`config.mk`:
```
export PLATFORM = sky130hd
export DESIGN_NAME = video_timing_gen_flat
export DESIGN_NICKNAME = d
export VERILOG_FILES = /design/src/rtl/video_timing_pkg.sv /design/src/rtl/video_timing_gen_if.sv /design/src/rtl/video_sync_counter.sv /design/src/rtl/video_timing_gen.sv /design/src/flat_wrapper.sv
export SDC_FILE = /design/constraint.sdc
export NUM_CORES = 1
export LEC_CHECK = 0
export CORE_ASPECT_RATIO = 0.7
export CORE_MARGIN = 10
export CORE_UTILIZATION = 48
export CTS_BUF_LIST = sky130_fd_sc_hd__clkbuf_4 sky130_fd_sc_hd__clkbuf_8
export CTS_CLUSTER_DIAMETER = 120
export DETAILED_ROUTE_END_ITERATION = 12
export PLACE_DENSITY = 0.88
export SLEW_MARGIN = 30
export SYNTH_ARGS = -nofsm -noshare
export SYNTH_HDL_FRONTEND = slang
export SYNTH_SLANG_ARGS = --single-unit
```
`constraint.sdc`:
```
create_clock -name clock -period 2.35 [get_ports clock]
set_clock_uncertainty 0.15 [all_clocks]
set_input_delay 0.47 -clock clock [delete_from_list [all_inputs] [get_ports clock]]
set_output_delay 0.47 -clock clock [all_outputs]
set_load 0.02 [all_outputs]
```
`src/rtl/video_timing_pkg.sv`:
```
// Shared types and timing constants for the DVI raster timing generator.
package video_timing_pkg;

   typedef enum logic {
      SYNC_WAIT = 1'b0,
      RUN       = 1'b1
   } vt_state_e;

   typedef struct packed {
      int unsigned h_active;
      int unsigned h_fp;
      int unsigned h_sync;
      int unsigned h_bp;
      int unsigned v_active;
      int unsigned v_fp;
      int unsigned v_sync;
      int unsigned v_bp;
   } timing_t;

   // 640x480 @ 60 Hz, 25.175 MHz pixel clock
   localparam timing_t TIMING_640X480_60 = '{
      h_active: 640, h_fp: 16, h_sync: 96, h_bp: 48,
      v_active: 480, v_fp: 10, v_sync: 2,  v_bp: 33
   };

   function automatic int unsigned h_total(timing_t t);
      return t.h_active + t.h_fp + t.h_sync + t.h_bp;
   endfunction

   function automatic int unsigned v_total(timing_t t);
      return t.v_active + t.v_fp + t.v_sync + t.v_bp;
   endfunction

endpackage

```
`src/rtl/video_timing_gen_if.sv`:
```
// Valid/ready pixel stream from the framebuffer reader / CDC FIFO into the timing generator.
interface video_timing_gen_if;
   logic        pixel_valid;
   logic        pixel_ready;
   logic        pixel_sof;
   logic [23:0] pixel_data;

   modport master (
      output pixel_valid,
      output pixel_sof,
      output pixel_data,
      input  pixel_ready
   );

   modport slave (
      input  pixel_valid,
      input  pixel_sof,
      input  pixel_data,
      output pixel_ready
   );
endinterface

```
`src/rtl/video_sync_counter.sv`:
```
// Free-running horizontal/vertical raster counters with sync-window and active-area decode.
module video_sync_counter
   import video_timing_pkg::*;
#(
   parameter timing_t     TIMING = TIMING_640X480_60,
   parameter int unsigned H_W    = 10,
   parameter int unsigned V_W    = 10
) (
   input  logic           clock,
   input  logic           reset,
   output logic [H_W-1:0] h_cnt,
   output logic [V_W-1:0] v_cnt,
   output logic           h_last,
   output logic           v_last,
   output logic           active,
   output logic           hs_raw,
   output logic           vs_raw
);

   localparam int unsigned H_TOTAL  = h_total(TIMING);
   localparam int unsigned V_TOTAL  = v_total(TIMING);
   localparam int unsigned HS_START = TIMING.h_active + TIMING.h_fp;
   localparam int unsigned HS_END   = HS_START + TIMING.h_sync;
   localparam int unsigned VS_START = TIMING.v_active + TIMING.v_fp;
   localparam int unsigned VS_END   = VS_START + TIMING.v_sync;

   // Decode in 32 bits so window ends equal to the total never alias
   logic [31:0] h_ext;
   logic [31:0] v_ext;

   assign h_ext  = 32'(h_cnt);
   assign v_ext  = 32'(v_cnt);
   assign h_last = (h_ext == H_TOTAL - 1);
   assign v_last = (v_ext == V_TOTAL - 1);
   assign active = (h_ext < TIMING.h_active) && (v_ext < TIMING.v_active);
   assign hs_raw = (h_ext >= HS_START) && (h_ext < HS_END);
   assign vs_raw = (v_ext >= VS_START) && (v_ext < VS_END);

   // Advance the raster position; the line counter steps on each horizontal wrap
   always_ff @(posedge clock) begin
      if (reset) begin
         h_cnt <= '0;
         v_cnt <= '0;
      end else if (h_last) begin
         h_cnt <= '0;
         v_cnt <= v_last ? '0 : v_cnt + V_W'(1);
      end else begin
         h_cnt <= h_cnt + H_W'(1);
      end
   end

endmodule

```
`src/rtl/video_timing_gen.sv`:
```
// DVI raster timing generator: aligns an incoming pixel stream to the raster and
// drives registered vs/hs/de/rgb, recovering from underflow and misalignment.
//
//   state     | meaning
//   ----------+--------------------------------------------------------------
//   SYNC_WAIT | black output; drain non-SOF pixels, hold a SOF pixel at head
//   RUN       | locked; one pixel consumed per active cycle
module video_timing_gen
   import video_timing_pkg::*;
#(
   parameter int unsigned H_ACTIVE         = TIMING_640X480_60.h_active,
   parameter int unsigned H_FP             = TIMING_640X480_60.h_fp,
   parameter int unsigned H_SYNC           = TIMING_640X480_60.h_sync,
   parameter int unsigned H_BP             = TIMING_640X480_60.h_bp,
   parameter int unsigned V_ACTIVE         = TIMING_640X480_60.v_active,
   parameter int unsigned V_FP             = TIMING_640X480_60.v_fp,
   parameter int unsigned V_SYNC           = TIMING_640X480_60.v_sync,
   parameter int unsigned V_BP             = TIMING_640X480_60.v_bp,
   parameter bit          SYNC_ACTIVE_HIGH = 1'b1
) (
   input  logic              clock,
   input  logic              reset,
   video_timing_gen_if.slave pix,
   output logic              rgb_vs,
   output logic              rgb_hs,
   output logic              rgb_de,
   output logic [7:0]        rgb_r,
   output logic [7:0]        rgb_g,
   output logic [7:0]        rgb_b,
   output logic              frame_start,
   output logic              locked,
   output logic              underflow,
   input  logic              clear_underflow
);

   localparam timing_t TIMING = '{
      h_active: H_ACTIVE, h_fp: H_FP, h_sync: H_SYNC, h_bp: H_BP,
      v_active: V_ACTIVE, v_fp: V_FP, v_sync: V_SYNC, v_bp: V_BP
   };
   localparam int unsigned H_W = $clog2(h_total(TIMING));
   localparam int unsigned V_W = $clog2(v_total(TIMING));

   logic [H_W-1:0] h_cnt;
   logic [V_W-1:0] v_cnt;
   logic           h_last;
   logic           v_last;
   logic           active;
   logic           hs_raw;
   logic           vs_raw;

   vt_state_e      state_q;
   vt_state_e      state_d;
   logic           first_pix;
   logic           sof_early;
   logic           misalign;
   logic           ready_c;
   logic           take_c;
   logic           stream_err;

   video_sync_counter #(
      .TIMING (TIMING),
      .H_W    (H_W),
      .V_W    (V_W)
   ) u_sync_counter (
      .clock  (clock),
      .reset  (reset),
      .h_cnt  (h_cnt),
      .v_cnt  (v_cnt),
      .h_last (h_last),
      .v_last (v_last),
      .active (active),
      .hs_raw (hs_raw),
      .vs_raw (vs_raw)
   );

   assign first_pix = (h_cnt == '0) && (v_cnt == '0);
   // A SOF showing up anywhere but the first pixel is left at the head for relock
   assign sof_early = pix.pixel_valid && pix.pixel_sof && !first_pix;
   assign misalign  = active && (!pix.pixel_valid || (pix.pixel_sof != first_pix));

   // State register
   always_ff @(posedge clock) begin
      if (reset) state_q <= SYNC_WAIT;
      else       state_q <= state_d;
   end

   // Next state: lock on the last raster cycle with a SOF waiting, drop on any stream error
   always_comb begin
      state_d = state_q;
      case (state_q)
         SYNC_WAIT: if (h_last && v_last && pix.pixel_valid && pix.pixel_sof) state_d = RUN;
         RUN:       if (misalign) state_d = SYNC_WAIT;
         default:   state_d = SYNC_WAIT;
      endcase
   end

   // Handshake and error decode per state
   always_comb begin
      ready_c    = 1'b0;
      stream_err = 1'b0;
      case (state_q)
         SYNC_WAIT: ready_c = pix.pixel_valid && !pix.pixel_sof;
         RUN: begin
            ready_c    = active && !sof_early;
            stream_err = misalign;
         end
         default: ready_c = 1'b0;
      endcase
      take_c = (state_q == RUN) && ready_c && pix.pixel_valid;
   end

   assign pix.pixel_ready = ready_c;
   assign locked          = (state_q == RUN);

   // Output register: timing always runs, pixels only when consumed while locked
   always_ff @(posedge clock) begin
      if (reset) begin
         rgb_de               <= 1'b0;
         rgb_hs               <= ~SYNC_ACTIVE_HIGH;
         rgb_vs               <= ~SYNC_ACTIVE_HIGH;
         {rgb_r, rgb_g, rgb_b} <= '0;
         frame_start          <= 1'b0;
      end else begin
         rgb_de               <= active;
         rgb_hs               <= hs_raw ~^ SYNC_ACTIVE_HIGH;
         rgb_vs               <= vs_raw ~^ SYNC_ACTIVE_HIGH;
         {rgb_r, rgb_g, rgb_b} <= take_c ? pix.pixel_data : 24'h0;
         frame_start          <= (state_q == RUN) && first_pix;
      end
   end

   // Sticky underflow; a new error wins over a simultaneous clear
   always_ff @(posedge clock) begin
      if (reset)                underflow <= 1'b0;
      else if (stream_err)      underflow <= 1'b1;
      else if (clear_underflow) underflow <= 1'b0;
   end

endmodule

```
`src/flat_wrapper.sv`:
```
// flat-port wrapper written by rule: the top's interface ports become plain ports
module video_timing_gen_flat import video_timing_pkg::*;
#(
   parameter int unsigned H_ACTIVE         = TIMING_640X480_60.h_active,
   parameter int unsigned H_FP             = TIMING_640X480_60.h_fp,
   parameter int unsigned H_SYNC           = TIMING_640X480_60.h_sync,
   parameter int unsigned H_BP             = TIMING_640X480_60.h_bp,
   parameter int unsigned V_ACTIVE         = TIMING_640X480_60.v_active,
   parameter int unsigned V_FP             = TIMING_640X480_60.v_fp,
   parameter int unsigned V_SYNC           = TIMING_640X480_60.v_sync,
   parameter int unsigned V_BP             = TIMING_640X480_60.v_bp,
   parameter bit          SYNC_ACTIVE_HIGH = 1'b1
)
  (clock, reset, rgb_vs, rgb_hs, rgb_de, rgb_r, rgb_g, rgb_b, frame_start, locked, underflow, clear_underflow, pix_pixel_valid, pix_pixel_sof, pix_pixel_data, pix_pixel_ready);
  video_timing_gen_if pix_i ();
  input  logic clock;
  input  logic reset;
  output logic rgb_vs;
  output logic rgb_hs;
  output logic rgb_de;
  output logic [7:0] rgb_r;
  output logic [7:0] rgb_g;
  output logic [7:0] rgb_b;
  output logic frame_start;
  output logic locked;
  output logic underflow;
  input  logic clear_underflow;
  input wire logic [$bits(pix_i.pixel_valid)-1:0] pix_pixel_valid;
  input wire logic [$bits(pix_i.pixel_sof)-1:0] pix_pixel_sof;
  input wire logic [$bits(pix_i.pixel_data)-1:0] pix_pixel_data;
  output wire logic [$bits(pix_i.pixel_ready)-1:0] pix_pixel_ready;
  assign pix_i.pixel_valid = pix_pixel_valid;
  assign pix_i.pixel_sof = pix_pixel_sof;
  assign pix_i.pixel_data = pix_pixel_data;
  assign pix_pixel_ready = pix_i.pixel_ready;
  video_timing_gen #(.H_ACTIVE(H_ACTIVE), .H_FP(H_FP), .H_SYNC(H_SYNC), .H_BP(H_BP), .V_ACTIVE(V_ACTIVE), .V_FP(V_FP), .V_SYNC(V_SYNC), .V_BP(V_BP), .SYNC_ACTIVE_HIGH(SYNC_ACTIVE_HIGH)) u_core (.clock(clock), .reset(reset), .pix(pix_i), .rgb_vs(rgb_vs), .rgb_hs(rgb_hs), .rgb_de(rgb_de), .rgb_r(rgb_r), .rgb_g(rgb_g), .rgb_b(rgb_b), .frame_start(frame_start), .locked(locked), .underflow(underflow), .clear_underflow(clear_underflow));
endmodule
```
* Yosys cells after proc, flatten, opt, wreduce, memory -nomap -nowiden *
Cells that the tools add are included.

operators by class
  $add $sub $neg = 2
  magnitude comparators = 6
  eq/ne operators = 3
  mux-type cells = 8
  bitwise gates (word level) = 2
  reduce and logical (&&, ||, !) cells = 25

operators by type and width
  operator                                               number
  adder 10 x 1 -> 10 bit (second input constant)         2
  == test 10 bit (second input constant)                 2
  logical NOT 10 bit                                     2
  < comparator 10 bit (second input constant)            2
  < comparator 10 x 9 -> 1 bit (second input constant)   2
  logical AND 1 bit                                      15
  >= comparator 10 bit (second input constant)           1
  >= comparator 10 x 9 -> 1 bit (second input constant)  1
  two-way mux 10 bit                                     1
  two-way mux 1 bit                                      5
  logical NOT 1 bit                                      4
  case mux 1 bit (2 select lines)                        2
  OR reduction 2 bit                                     2
  NOT 1 bit                                              2
  nonzero test 2 bit                                     1
  logical OR 1 bit                                       1
  inequality test 1 bit                                  1

word-level totals
  bits in registers = 50
  output and inout bits = 31
  word-level logic and storage cells = 57

* Longest topological paths before layout *
  depth after elaboration = 11
  depth in mapped cells = 8

* Modules after synthesis *
Synthesis repeated with hierarchy kept, for this count alone.

unflattened totals
  cells, all modules = 210
  area, all modules = 2179.6 µm²

by module, submodules not included
  module              instances  cells an instance  area each (µm²)  sequential area each (µm²)
  video_timing_gen    1          91                 1156.1           600.6
  video_sync_counter  1          119                1023.5           400.4

* Least setup slack after synthesis *
Ideal clock, no wire load.

  path kind = reg2out
  start = register u_core.u_sync_counter.v_cnt[2]
  end = output pix_pixel_ready
  arrival time = 1.609 ns
  required time = 1.730 ns
  setup slack = 0.121 ns
  cell stages (with the launch flop) = 6
  path buffers = 0
  path through = dfxtp_1 or4_4 nor4_4 nand2_2 a21oi_1 or2_2

on the way
  longest elaborated chain between the ends = 7
  elaborated cells between the ends (all ways) = 9
  classes of those cells = order compare (1); mux (1); reduce/logical (7)

RTL lines
  element                                                               RTL line                  RTL
  from (decl)                                                           video_sync_counter.sv:12  output logic [V_W-1:0] v_cnt,
  from (signal assigned)                                                video_sync_counter.sv:46  v_cnt <= v_last ? '0 : v_cnt + V_W'(1);
  branches (longest 5 deep; another with < comparator 10 x 9 -> 1 bit)  --
  logical AND 1 bit *                                                   video_timing_gen.sv:104   ready_c = active && !sof_early;
  case mux 1 bit (2 select lines) *                                     video_timing_gen.sv:101   case (state_q)
  to (decl)                                                             flat_wrapper.sv:31        output wire logic [$bits(pix_i.pixel_ready)-1:0] pix_pixel_ready;

Mark *: on every way between the ends.

* Worst setup path in the final report *
Same ends and word-level chain as after synthesis.

==> qor.yml <==
status: "complete, but fails checks"
violations: "negative setup slack"
synth_top_family_by_area: "simple AND/OR/NAND/NOR gates"
cts.clk_slew.worst_paths_ns: 0.09
total_power_mw: 1.603
drt_first_pass_iters: 5
synth-main-ff-cell: "dfxtp_1"
synthAdderAreaFrac_pct: 2.556
drt-initial-drc-count: 97
drc: 0
ys_seq_area_share_pct: 51.12
hold_path_class: "register to register"
ioPinCount: 60
postLayoutCoreUtil_pct: 77.99
pwr_density_cell_nw_per_um2: 524.0
slew_violations: 0
cts_max_path_buffers: 2
fmax_mhz: 383.0
cap_violations: 0
crit_end: "pix_pixel_ready"
rr_worst_depth: 9
die_w_um: 96.34
synth_nets: 230
synth-simple-area-share_pct: 30.16
critPathSlowestCell: "or4_4"
vias: 1769
synth-warning-count: 0
mostFrequentLayoutCells: "clkdlybuf4s50_1 (58), dfxtp_1 (48), buf_4 (36)"
clock_latency_ns: 0.30
cts.sinks: 50
drt_wl_total_um: 5949
die_y_um: 73.44
syn2layout_area_growth_pct: 56.23
worstSetupStartpointType: "register"
synthArstFlopShare_pct: 0
viasPerCell: 5.083
floorplan.initialDensity_pct: 49.92
final.fill_count: 246
ir_worst_vdd_uv: 346.0
slew_headroom_pct: 73.13
syn_area_per_cell_um2: 9.940
antenna_found_initial: 0
final-hold-violation-count: 0
dieArea_um2: 7075
htree_levels: 2
yosys-top-cells-area: "dfxtp_1 (51%), and2_1 (7.7%), xor2_1 (4.5%), nor2_1 (3.6%), nand4_1 (2.9%)"
cts_made_buffers: 5
worstSetupPathType: "register to output port"
worstPathRequired_ns: 1.73
gp_congestion: 0.8179
rsz0062_at_grt: "yes"
synth_compound_area_share_pct: 5.942
p_leak_nw: 1.255
synth_mux_area_share_pct: 1.022
synthXorXnorAreaFrac_pct: 5.815
cpPeakStageDelay_ns: 0.55
hold_ws_ns: 0.3732
synth_edf_count: 0
multi_input_comb_area_um2: 922.1
crit_path_start: "u_core.u_sync_counter.v_cnt[2]$_SDFFE_PP0N_"
grt_pass1_vias: 1762
r2r_slack_ns: -0.16
nets: 328
crit_fanout: 2
end_kind: "output port"
ys_ff_latch: 50
netlist_instances: 197
seq_area_um2: 1003
grt_max_degree: 25
root_buffer: "clkbuf_8"
crit_path_cell_trace: "or4_4 -> nor4_4 -> nand2_2 -> a21oi_2 -> or2_4 -> buf_6"
yosys.cell_types.count: 41
track_usage_pct: 15.68
synth_area_um2: 1958
rows: 19
antenna_cells: 0
worst_pin_slew_ns: 0.3994
critPathArrivalTime_ns: 1.99
design.core.area_um2: 3923
reg2reg_to: "u_core.rgb_g[6]$_SDFF_PP0_"
drive_gt1_share_pct: 23.31
grt-ovfl-total: 0
setup_ws_ns: -0.2612
grt_pass1_wl_um: 8659
synth_largest_area_cell: "dfxtp_1"
wl_per_cell_um: 17.09
finalSetupViolCount: 25
r2r-start: "u_core.u_sync_counter.v_cnt[2]$_SDFFE_PP0N_"
final_common_cell: "clkdlybuf4s50_1"
dp_hpwl_um: 3999
ctsHoldBuffers: 0
yosysTopAreaCellShare_pct: 51.12
ant_nets: 0
fin_crit_sh_pct: 111.1
cts_tree: "yes"
min_period_ns: 2.611
io_buffers: 59
per-layer routing:
layer / up-vias / GRT usage (%) / share of wire, %
met3: 13 / 3.459 / 5.6
met4: 0 / 6.431 / 1.8
met5: - / 0 / 0
li1: 863 / - / -
met2: 60 / 28.67 / 52
met1: 833 / 17.10 / 40
metrics by stage:
| stage | cells | area (µm²) | setup TNS, ns | setup WS [ns] |
|---|---|---|---|---|
| floorplan | 197 | 1958 | 0 | 0.1214 |
| detailed placement | 334 | 2830 | -0.3747 | -0.3747 |
| CTS | 344 | 2972 | -0.2459 | -0.2459 |
| finish | 348 | 3059 | -3.539 | -0.2612 |
| global route | 348 | 3059 | -5.632 | -0.3431 |
| global placement | 334 | 2830 | -0.3361 | -0.3361 |
layout make-up:
class	count	area share (%)
flip-flops and latches	50	32.80
repair buffers	98	30.47
multi-input cells	134	30.14
clock buffers	7	2.740
well taps	52	2.127
clock inverters	1	0.9816
inverters	6	0.7362
worst max-delay path, delay by kind of cell, from the launching register on:
kind,cells,cell delay (ns)
AO/OA/AOI/OAI,1,0.13
AND/OR/NAND/NOR,4,1.11
flip-flops,1,0.33
buffers and inverters,1,0.10
state kept, by name, summed over array words and instances, names as in the netlist:
name	count
u_core.rgb_g	8
u_core.rgb_r	8
u_core.locked	1
u_core.frame_start	1
u_core.u_sync_counter.v_cnt	10
u_core.rgb_hs	1
u_core.underflow	1
u_core.rgb_vs	1
u_core.rgb_de	1
u_core.u_sync_counter.h_cnt	10
u_core.rgb_b	8
timing repair:
| action | CTS | global route |
|---|---|---|
| pin swaps | 5 | 5 |
| gates resized for setup | 10 | 7 |
| gates cloned | 0 | 2 |
| setup buffers | 2 | 2 |
| endpoints found under the setup margin | 1 | 9 |
Yosys cell counts, types with 4 or more instances:
cell / n
nor3_1: 5
ha_1: 4
nor2_1: 19
a21oi_1: 6
o21ai_0: 5
nand2_1: 7
dfxtp_1: 50
or3_1: 4
xor2_1: 10
inv_1: 6
nand4_1: 9
or2_2: 4
and2_1: 24
cells by family after synthesis:
group	count (synthesis)
DFF	50
xor gates and xnor gates	13
AOI/OAI and AO/OA	17
muxes	2
and+or+nand+nor	98
adders and majority gates	4
buffers and inverters	13
worst min-delay path by stage:
stage	start	to	slack, ns	depth (start not counted)
2_1_floorplan	u_core.u_sync_counter.h_cnt[0]$_SDFF_PP0_	u_core.u_sync_counter.h_cnt[0]$_SDFF_PP0_	0.28	1
3_3_place_gp	u_core.u_sync_counter.h_cnt[0]$_SDFF_PP0_	u_core.u_sync_counter.h_cnt[0]$_SDFF_PP0_	0.36	2
3_5_place_dp	u_core.u_sync_counter.h_cnt[0]$_SDFF_PP0_	u_core.u_sync_counter.h_cnt[0]$_SDFF_PP0_	0.36	2
4_1_cts	u_core.u_sync_counter.h_cnt[0]$_SDFF_PP0_	u_core.u_sync_counter.h_cnt[0]$_SDFF_PP0_	0.38	2
5_1_grt	u_core.u_sync_counter.h_cnt[0]$_SDFF_PP0_	u_core.u_sync_counter.h_cnt[0]$_SDFF_PP0_	0.40	2
6_report	u_core.u_sync_counter.h_cnt[0]$_SDFF_PP0_	u_core.u_sync_counter.h_cnt[0]$_SDFF_PP0_	0.37	2
power breakdown:
group | switching [mW] | leakage (nW) | internal [mW]
Sequential | 0.00204 | 0.405 | 0.852
Clock | 0.272 | 0.0593 | 0.342
Combinational | 0.0504 | 0.792 | 0.0851
No activity file was read; power rests on OpenSTA's default activity.
